==> config.mk <==
export PLATFORM = sky130hd
export DESIGN_NAME = pong_state_rx
export DESIGN_NICKNAME = d
export VERILOG_FILES = /design/src/rtl/pong_state_rx.sv
export SDC_FILE = /design/constraint.sdc
export NUM_CORES = 1
export LEC_CHECK = 0
export ABC_AREA = 1
export ABC_CLOCK_PERIOD_IN_PS = 4000
export CORE_MARGIN = 5
export CORE_UTILIZATION = 47
export DETAILED_ROUTE_END_ITERATION = 6
export PLACE_DENSITY = 0.79
export SLEW_MARGIN = 20
export SYNTH_ARGS = -nofsm -noshare
export SYNTH_HDL_FRONTEND = slang
export SYNTH_SLANG_ARGS = --single-unit
==> constraint.sdc <==
create_clock -name clock -period 4 [get_ports clock]
set_input_delay 1 -clock clock [delete_from_list [all_inputs] [get_ports clock]]
set_output_delay 1 -clock clock [all_outputs]
set_load 0.01 [all_outputs]
==> src/rtl/pong_state_rx.sv <==
// pong_state_rx
//
// Node-side receiver for the game-state stream sent by the game server. It reassembles
// 8-byte packets (SYNC, BX_HI, BX_LO, BY_HI, BY_LO, OY_HI, OY_LO, CK) from a byte
// stream and verifies each one. It then updates ball and opponent-paddle coordinates
// atomically and tracks link health.
//
// Ports:
//   clock      system clock
//   reset_n    asynchronous active-low reset
//   rx_data    byte from the serial receiver
//   rx_valid   one-cycle strobe qualifying rx_data
//   ball_x     latched ball x (11 bits)
//   ball_y     latched ball y (11 bits)
//   opp_y      latched opponent paddle top y (11 bits)
//   pkt_valid  one-cycle pulse, coordinates updated
//   cksum_err  one-cycle pulse, checksum mismatch
//   frame_err  one-cycle pulse, malformed HI byte or inter-byte timeout
//   range_err  one-cycle pulse, coordinate out of range (range-check build only, else 0)
//   link_up    a good packet arrived within the last LINK_TIMEOUT cycles
//
// Build option: define PONG_RX_RANGE_CHECK_EN to reject checksum-good packets whose
// coordinates fall outside the playfield.

module pong_state_rx #(
  parameter logic [7:0]  SYNC_BYTE    = 8'hA5,
  parameter int unsigned BYTE_TIMEOUT = 1024,
  parameter int unsigned LINK_TIMEOUT = 2_500_000
) (
  input  logic        clock,
  input  logic        reset_n,
  input  logic [7:0]  rx_data,
  input  logic        rx_valid,
  output logic [10:0] ball_x,
  output logic [10:0] ball_y,
  output logic [10:0] opp_y,
  output logic        pkt_valid,
  output logic        cksum_err,
  output logic        frame_err,
  output logic        range_err,
  output logic        link_up
);

  localparam int unsigned ByteCntW = $clog2(BYTE_TIMEOUT + 1);
  localparam int unsigned LinkCntW = $clog2(LINK_TIMEOUT + 1);
  localparam logic [ByteCntW-1:0] ByteLimit = ByteCntW'(BYTE_TIMEOUT);
  localparam logic [LinkCntW-1:0] LinkLimit = LinkCntW'(LINK_TIMEOUT);

  localparam logic [10:0] RstBallX = 11'd500;
  localparam logic [10:0] RstBallY = 11'd500;
  localparam logic [10:0] RstOppY  = 11'd448;

  typedef enum logic [1:0] {
    StHunt,
    StPayload,
    StCheck
  } state_e;

  state_e              state_q, state_d;
  logic [2:0]          idx_q, idx_d;
  logic [7:0]          xor_q, xor_d;
  logic [10:0]         sh_bx_q, sh_bx_d;
  logic [10:0]         sh_by_q, sh_by_d;
  logic [10:0]         sh_oy_q, sh_oy_d;
  logic [ByteCntW-1:0] byte_cnt_q, byte_cnt_d, byte_cnt_inc;
  logic [LinkCntW-1:0] link_cnt_q, link_cnt_d, link_cnt_inc;
  logic [10:0]         ball_x_q, ball_x_d;
  logic [10:0]         ball_y_q, ball_y_d;
  logic [10:0]         opp_y_q, opp_y_d;
  logic                pkt_valid_q, pkt_valid_d;
  logic                cksum_err_q, cksum_err_d;
  logic                frame_err_q, frame_err_d;
  logic                link_up_q, link_up_d;
  logic                accept;
  logic                hi_bad;

`ifdef PONG_RX_RANGE_CHECK_EN
  logic range_err_q, range_err_d;
  logic range_ok;

  assign range_ok = (sh_bx_q >= 11'd160) && (sh_bx_q <= 11'd1120) &&
                    (sh_by_q >= 11'd128) && (sh_by_q <= 11'd896) &&
                    (sh_oy_q >= 11'd128) && (sh_oy_q <= 11'd896);
`endif

  assign byte_cnt_inc = byte_cnt_q + ByteCntW'(1);
  assign link_cnt_inc = link_cnt_q + LinkCntW'(1);
  // Even indices (0, 2, 4) are HI bytes; only their low three bits may be set.
  assign hi_bad = ~idx_q[0] && (rx_data[7:3] != 5'd0);

  // Packet FSM, shadow registers and inter-byte timeout.
  always_comb begin
    state_d     = state_q;
    idx_d       = idx_q;
    xor_d       = xor_q;
    sh_bx_d     = sh_bx_q;
    sh_by_d     = sh_by_q;
    sh_oy_d     = sh_oy_q;
    byte_cnt_d  = byte_cnt_q;
    ball_x_d    = ball_x_q;
    ball_y_d    = ball_y_q;
    opp_y_d     = opp_y_q;
    pkt_valid_d = 1'b0;
    cksum_err_d = 1'b0;
    frame_err_d = 1'b0;
    accept      = 1'b0;
`ifdef PONG_RX_RANGE_CHECK_EN
    range_err_d = 1'b0;
`endif

    unique case (state_q)
      StHunt: begin
        byte_cnt_d = '0;
        if (rx_valid && (rx_data == SYNC_BYTE)) begin
          state_d = StPayload;
          idx_d   = 3'd0;
          xor_d   = 8'd0;
        end
      end

      StPayload, StCheck: begin
        if (!rx_valid) begin
          if (byte_cnt_inc == ByteLimit) begin
            frame_err_d = 1'b1;
            state_d     = StHunt;
            byte_cnt_d  = '0;
          end else begin
            byte_cnt_d = byte_cnt_inc;
          end
        end else begin
          // A byte on the would-be timeout cycle is processed and cancels the timeout.
          byte_cnt_d = '0;
          if (state_q == StPayload) begin
            if (hi_bad) begin
              frame_err_d = 1'b1;
              state_d     = StHunt;
            end else begin
              xor_d = xor_q ^ rx_data;
              case (idx_q)
                3'd0:    sh_bx_d[10:8] = rx_data[2:0];
                3'd1:    sh_bx_d[7:0]  = rx_data;
                3'd2:    sh_by_d[10:8] = rx_data[2:0];
                3'd3:    sh_by_d[7:0]  = rx_data;
                3'd4:    sh_oy_d[10:8] = rx_data[2:0];
                default: sh_oy_d[7:0]  = rx_data;
              endcase
              if (idx_q == 3'd5) begin
                state_d = StCheck;
              end else begin
                idx_d = idx_q + 3'd1;
              end
            end
          end else begin
            state_d = StHunt;
            if (rx_data == xor_q) begin
`ifdef PONG_RX_RANGE_CHECK_EN
              if (range_ok) begin
                accept = 1'b1;
              end else begin
                range_err_d = 1'b1;
              end
`else
              accept = 1'b1;
`endif
            end else begin
              cksum_err_d = 1'b1;
            end
          end
        end
      end

      default: state_d = StHunt;
    endcase

    // All three coordinates load on the same edge so a partial packet is never visible.
    if (accept) begin
      ball_x_d    = sh_bx_q;
      ball_y_d    = sh_by_q;
      opp_y_d     = sh_oy_q;
      pkt_valid_d = 1'b1;
    end
  end

  // Link monitor: cleared by each accepted packet, otherwise saturates at LINK_TIMEOUT.
  always_comb begin
    link_cnt_d = link_cnt_q;
    link_up_d  = link_up_q;
    if (accept) begin
      link_cnt_d = '0;
      link_up_d  = 1'b1;
    end else if (link_cnt_q != LinkLimit) begin
      link_cnt_d = link_cnt_inc;
      if (link_cnt_inc == LinkLimit) begin
        link_up_d = 1'b0;
      end
    end
  end

  always_ff @(posedge clock or negedge reset_n) begin
    if (!reset_n) begin
      state_q     <= StHunt;
      idx_q       <= 3'd0;
      xor_q       <= 8'd0;
      sh_bx_q     <= 11'd0;
      sh_by_q     <= 11'd0;
      sh_oy_q     <= 11'd0;
      byte_cnt_q  <= '0;
      link_cnt_q  <= '0;
      ball_x_q    <= RstBallX;
      ball_y_q    <= RstBallY;
      opp_y_q     <= RstOppY;
      pkt_valid_q <= 1'b0;
      cksum_err_q <= 1'b0;
      frame_err_q <= 1'b0;
      link_up_q   <= 1'b0;
    end else begin
      state_q     <= state_d;
      idx_q       <= idx_d;
      xor_q       <= xor_d;
      sh_bx_q     <= sh_bx_d;
      sh_by_q     <= sh_by_d;
      sh_oy_q     <= sh_oy_d;
      byte_cnt_q  <= byte_cnt_d;
      link_cnt_q  <= link_cnt_d;
      ball_x_q    <= ball_x_d;
      ball_y_q    <= ball_y_d;
      opp_y_q     <= opp_y_d;
      pkt_valid_q <= pkt_valid_d;
      cksum_err_q <= cksum_err_d;
      frame_err_q <= frame_err_d;
      link_up_q   <= link_up_d;
    end
  end

`ifdef PONG_RX_RANGE_CHECK_EN
  always_ff @(posedge clock or negedge reset_n) begin
    if (!reset_n) begin
      range_err_q <= 1'b0;
    end else begin
      range_err_q <= range_err_d;
    end
  end

  assign range_err = range_err_q;
`else
  assign range_err = 1'b0;
`endif

  assign ball_x    = ball_x_q;
  assign ball_y    = ball_y_q;
  assign opp_y     = opp_y_q;
  assign pkt_valid = pkt_valid_q;
  assign cksum_err = cksum_err_q;
  assign frame_err = frame_err_q;
  assign link_up   = link_up_q;

endmodule

==> flow_summary.ini <==
[drt]
drt-total-wl_um = 13200
wl_per_cell_um = 14.8
vias = 4767
remaining_drc_errors = 0
drtPass1Iterations = 7
dr.first_iter.drc_count = 389
postRouteAntennaNets = 0
avgViaCountPerCell = 5.32

[place]
gp_congestion = 0.890
dp_hpwl_um = 9100
port_buffers = 47

[power]
p_per_area_mw_per_mm2 = 577
p_total_mw = 3.91
ir_drop_v = 0.000499
leakage_nw = 3.27

[sta]
slew_headroom = 0.434
whs_ns = 0.466
rsz0062_at_grt = no
final-hold-violation-count = 0
drv_slew = 0
finClkSkew_ns = 0.00854
period_share = 0.684
tightest_slew_ns = 0.843
tns_ns = 0
fmax_mhz = 365
setup_viol_count_final = 0
period_needed_ns = 2.74

[die]
fp-row-count = 39
die_h_um = 119
dieArea_mm2 = 0.0142
initial_core_util = 0.486
io_pins = 49
die_w_um = 119
core_mm2 = 0.0115

[yosys]
ys_seq_area_frac = 0.522
syn_nets = 710
synth_top_area_frac = 0.452
syn_inst = 686
synth_cell_types = 35
synth_area_leaders = dfrtp_1 (45%), nand2_1 (17%), dfstp_2 (7.0%)
syn_avg_cell_area_um2 = 8.15
ys_ff_latch = 116
syn_area_mm2 = 0.00559
yosysWarnings = 0
synth_top_area_cell = dfrtp_1

[layout]
fin_util = 0.588
diodes = 0
area_growth_pct = 21.2
fillers = 944
nets = 765
drive_above_1_share = 0.0850

[worst_setup_path]
crit_type = input pin to flip-flop
start_kind = input pin
cp_max_fo = 43
required_ns = 4.28
end_kind = flip-flop
cp.arrival_ns = 3.01

[clock_network]
numCtsBuffers = 17
clockRootBuffer = clkbuf_16
post_cts_buffers = 0
tritoncts = yes
clk_pin_slew_ns = 0.05
cts_resized = 0
holdBufCountCts = 0
clk_path_buf_depth = 2
cts_sinks = 116
clk_latency_ns = 0.41
cts-htree-levels = 4

[global_routing]
grt_pass1_wl_um = 22800
grt_remaining_overflow = 0
grt_usage = 0.199
grt_max_degree = 47
grt_antenna_before_repair = 0
first_global_vias = 4763

[flow_run]
maxCapViolCount = 0

[run_status]
status = completed

[hold_path]
hold_class = flip-flop to flip-flop
## area by class of cell
type | count | area (um^2) | area share
sequential | 116 | 2920 | 0.431
multi-input combinational | 482 | 2320 | 0.342
timing repair buffer | 52 | 505 | 0.0746
clock buffer | 23 | 478 | 0.0705
inverter | 72 | 270 | 0.0399
tap | 143 | 179 | 0.0264
clock inverter | 8 | 101 | 0.0150
## cells in the mapped netlist (all sizes together)
cell	instances
a2111oi	1
a211oi	2
a21oi	12
a2bb2oi	1
a31o	1
a31oi	2
buf	9
clkbuf	7
clkinv	1
conb	1
dfrtp	101
dfstp	15
ha	13
inv	71
mux2i	1
nand2	248
nand3	44
nand4	14
nor2	54
nor3	6
nor4	3
o21ai	60
o21bai	1
o22ai	4
xnor2	1
xor2	13
## logic make-up (layout without fill, tap and decap cells)
kind of cell	after synthesis	count (layout)	synth area share
and+or+nand+nor	369	369	0.280
muxes	1	1	0.00179
AOI/OAI and AO/OA	84	84	0.0808
buffers and inverters	88	155	0.0631
DFF	116	116	0.522
xor gates and xnor gates	14	14	0.0219
adders and majority gates	13	13	0.0291
other	1	1	0.000671
## metal layers
layer  global-route usage  vias to the layer above  share of wire
li1                     -                     2302              -
met1                0.257                     2298           0.43
met2                0.331                      148           0.49
met3               0.0422                       19          0.058
met4               0.0717                        0          0.014
met5                    0                        -              0
## final timing paths
check                                 from             to  slack (ns)  depth (start not counted)
min in group asynchronous          reset_n  byte_cnt_q[5]        0.58                          1
max in group asynchronous          reset_n      ball_x[7]        2.49                          2
worst min-delay path             ball_x[5]      ball_x[5]        0.47                          2
worst max register to register  state_q[0]  link_cnt_q[0]        1.68                          8
worst min register to register   ball_x[5]      ball_x[5]        0.47                          2
worst max-delay path            rx_data[1]  link_cnt_q[0]        1.26                          7
## through the flow
step           instances  worst slack, ns  area, um^2
3_5_place_dp         865            0.885        6200
5_1_grt              896             1.09        6780
3_3_place_gp         865            0.938        6200
6_report             896             1.26        6780
2_1_floorplan        686             1.82        5590
4_1_cts              896             1.28        6780
## where the power goes
| group | total, mW | switching (mW) | internal, mW |
|---|---|---|---|
| Clock | 1.48 | 0.516 | 0.960 |
| Sequential | 1.61 | 0.193 | 1.42 |
| Combinational | 0.819 | 0.528 | 0.291 |
## worst max-delay path: stages
cell and delay (ns):
clkdlybuf4s50_1 0.49, xor2_1 0.20, nor4_2 0.38, nand3_1 0.12, buf_4 0.29, nand2_1 0.39
o21ai_0 0.13
## state kept, by name, indices dropped and copies added (netlist names)
name	cells
link_cnt_q	22
ball_x	11
ball_y	11
byte_cnt_q	11
opp_y	11
sh_bx_q	11
sh_by_q	11
sh_oy_q	11
xor_q	8
idx_q	3
state_q	2
cksum_err	1
frame_err	1
link_up	1
pkt_valid	1
## layout by cell type, fill, tap and decap left out, drive strengths merged, types with 2 or more instances in the layout
cell and instances:
nor4 3, o22ai 4, bufinv 2, a21oi 12
clkdlybuf4s50 46, nand4 14, buf 6, clkinvlp 3
nand2 248, nor3 6, clkinv 4, nor2 54
clkbuf 23, xor2 13, a31oi 2, ha 13
o21ai 60, dfrtp 101, a211oi 2, nand3 44
dfstp 15, inv 71
Note: power is estimated with default switching activity, not from simulation.
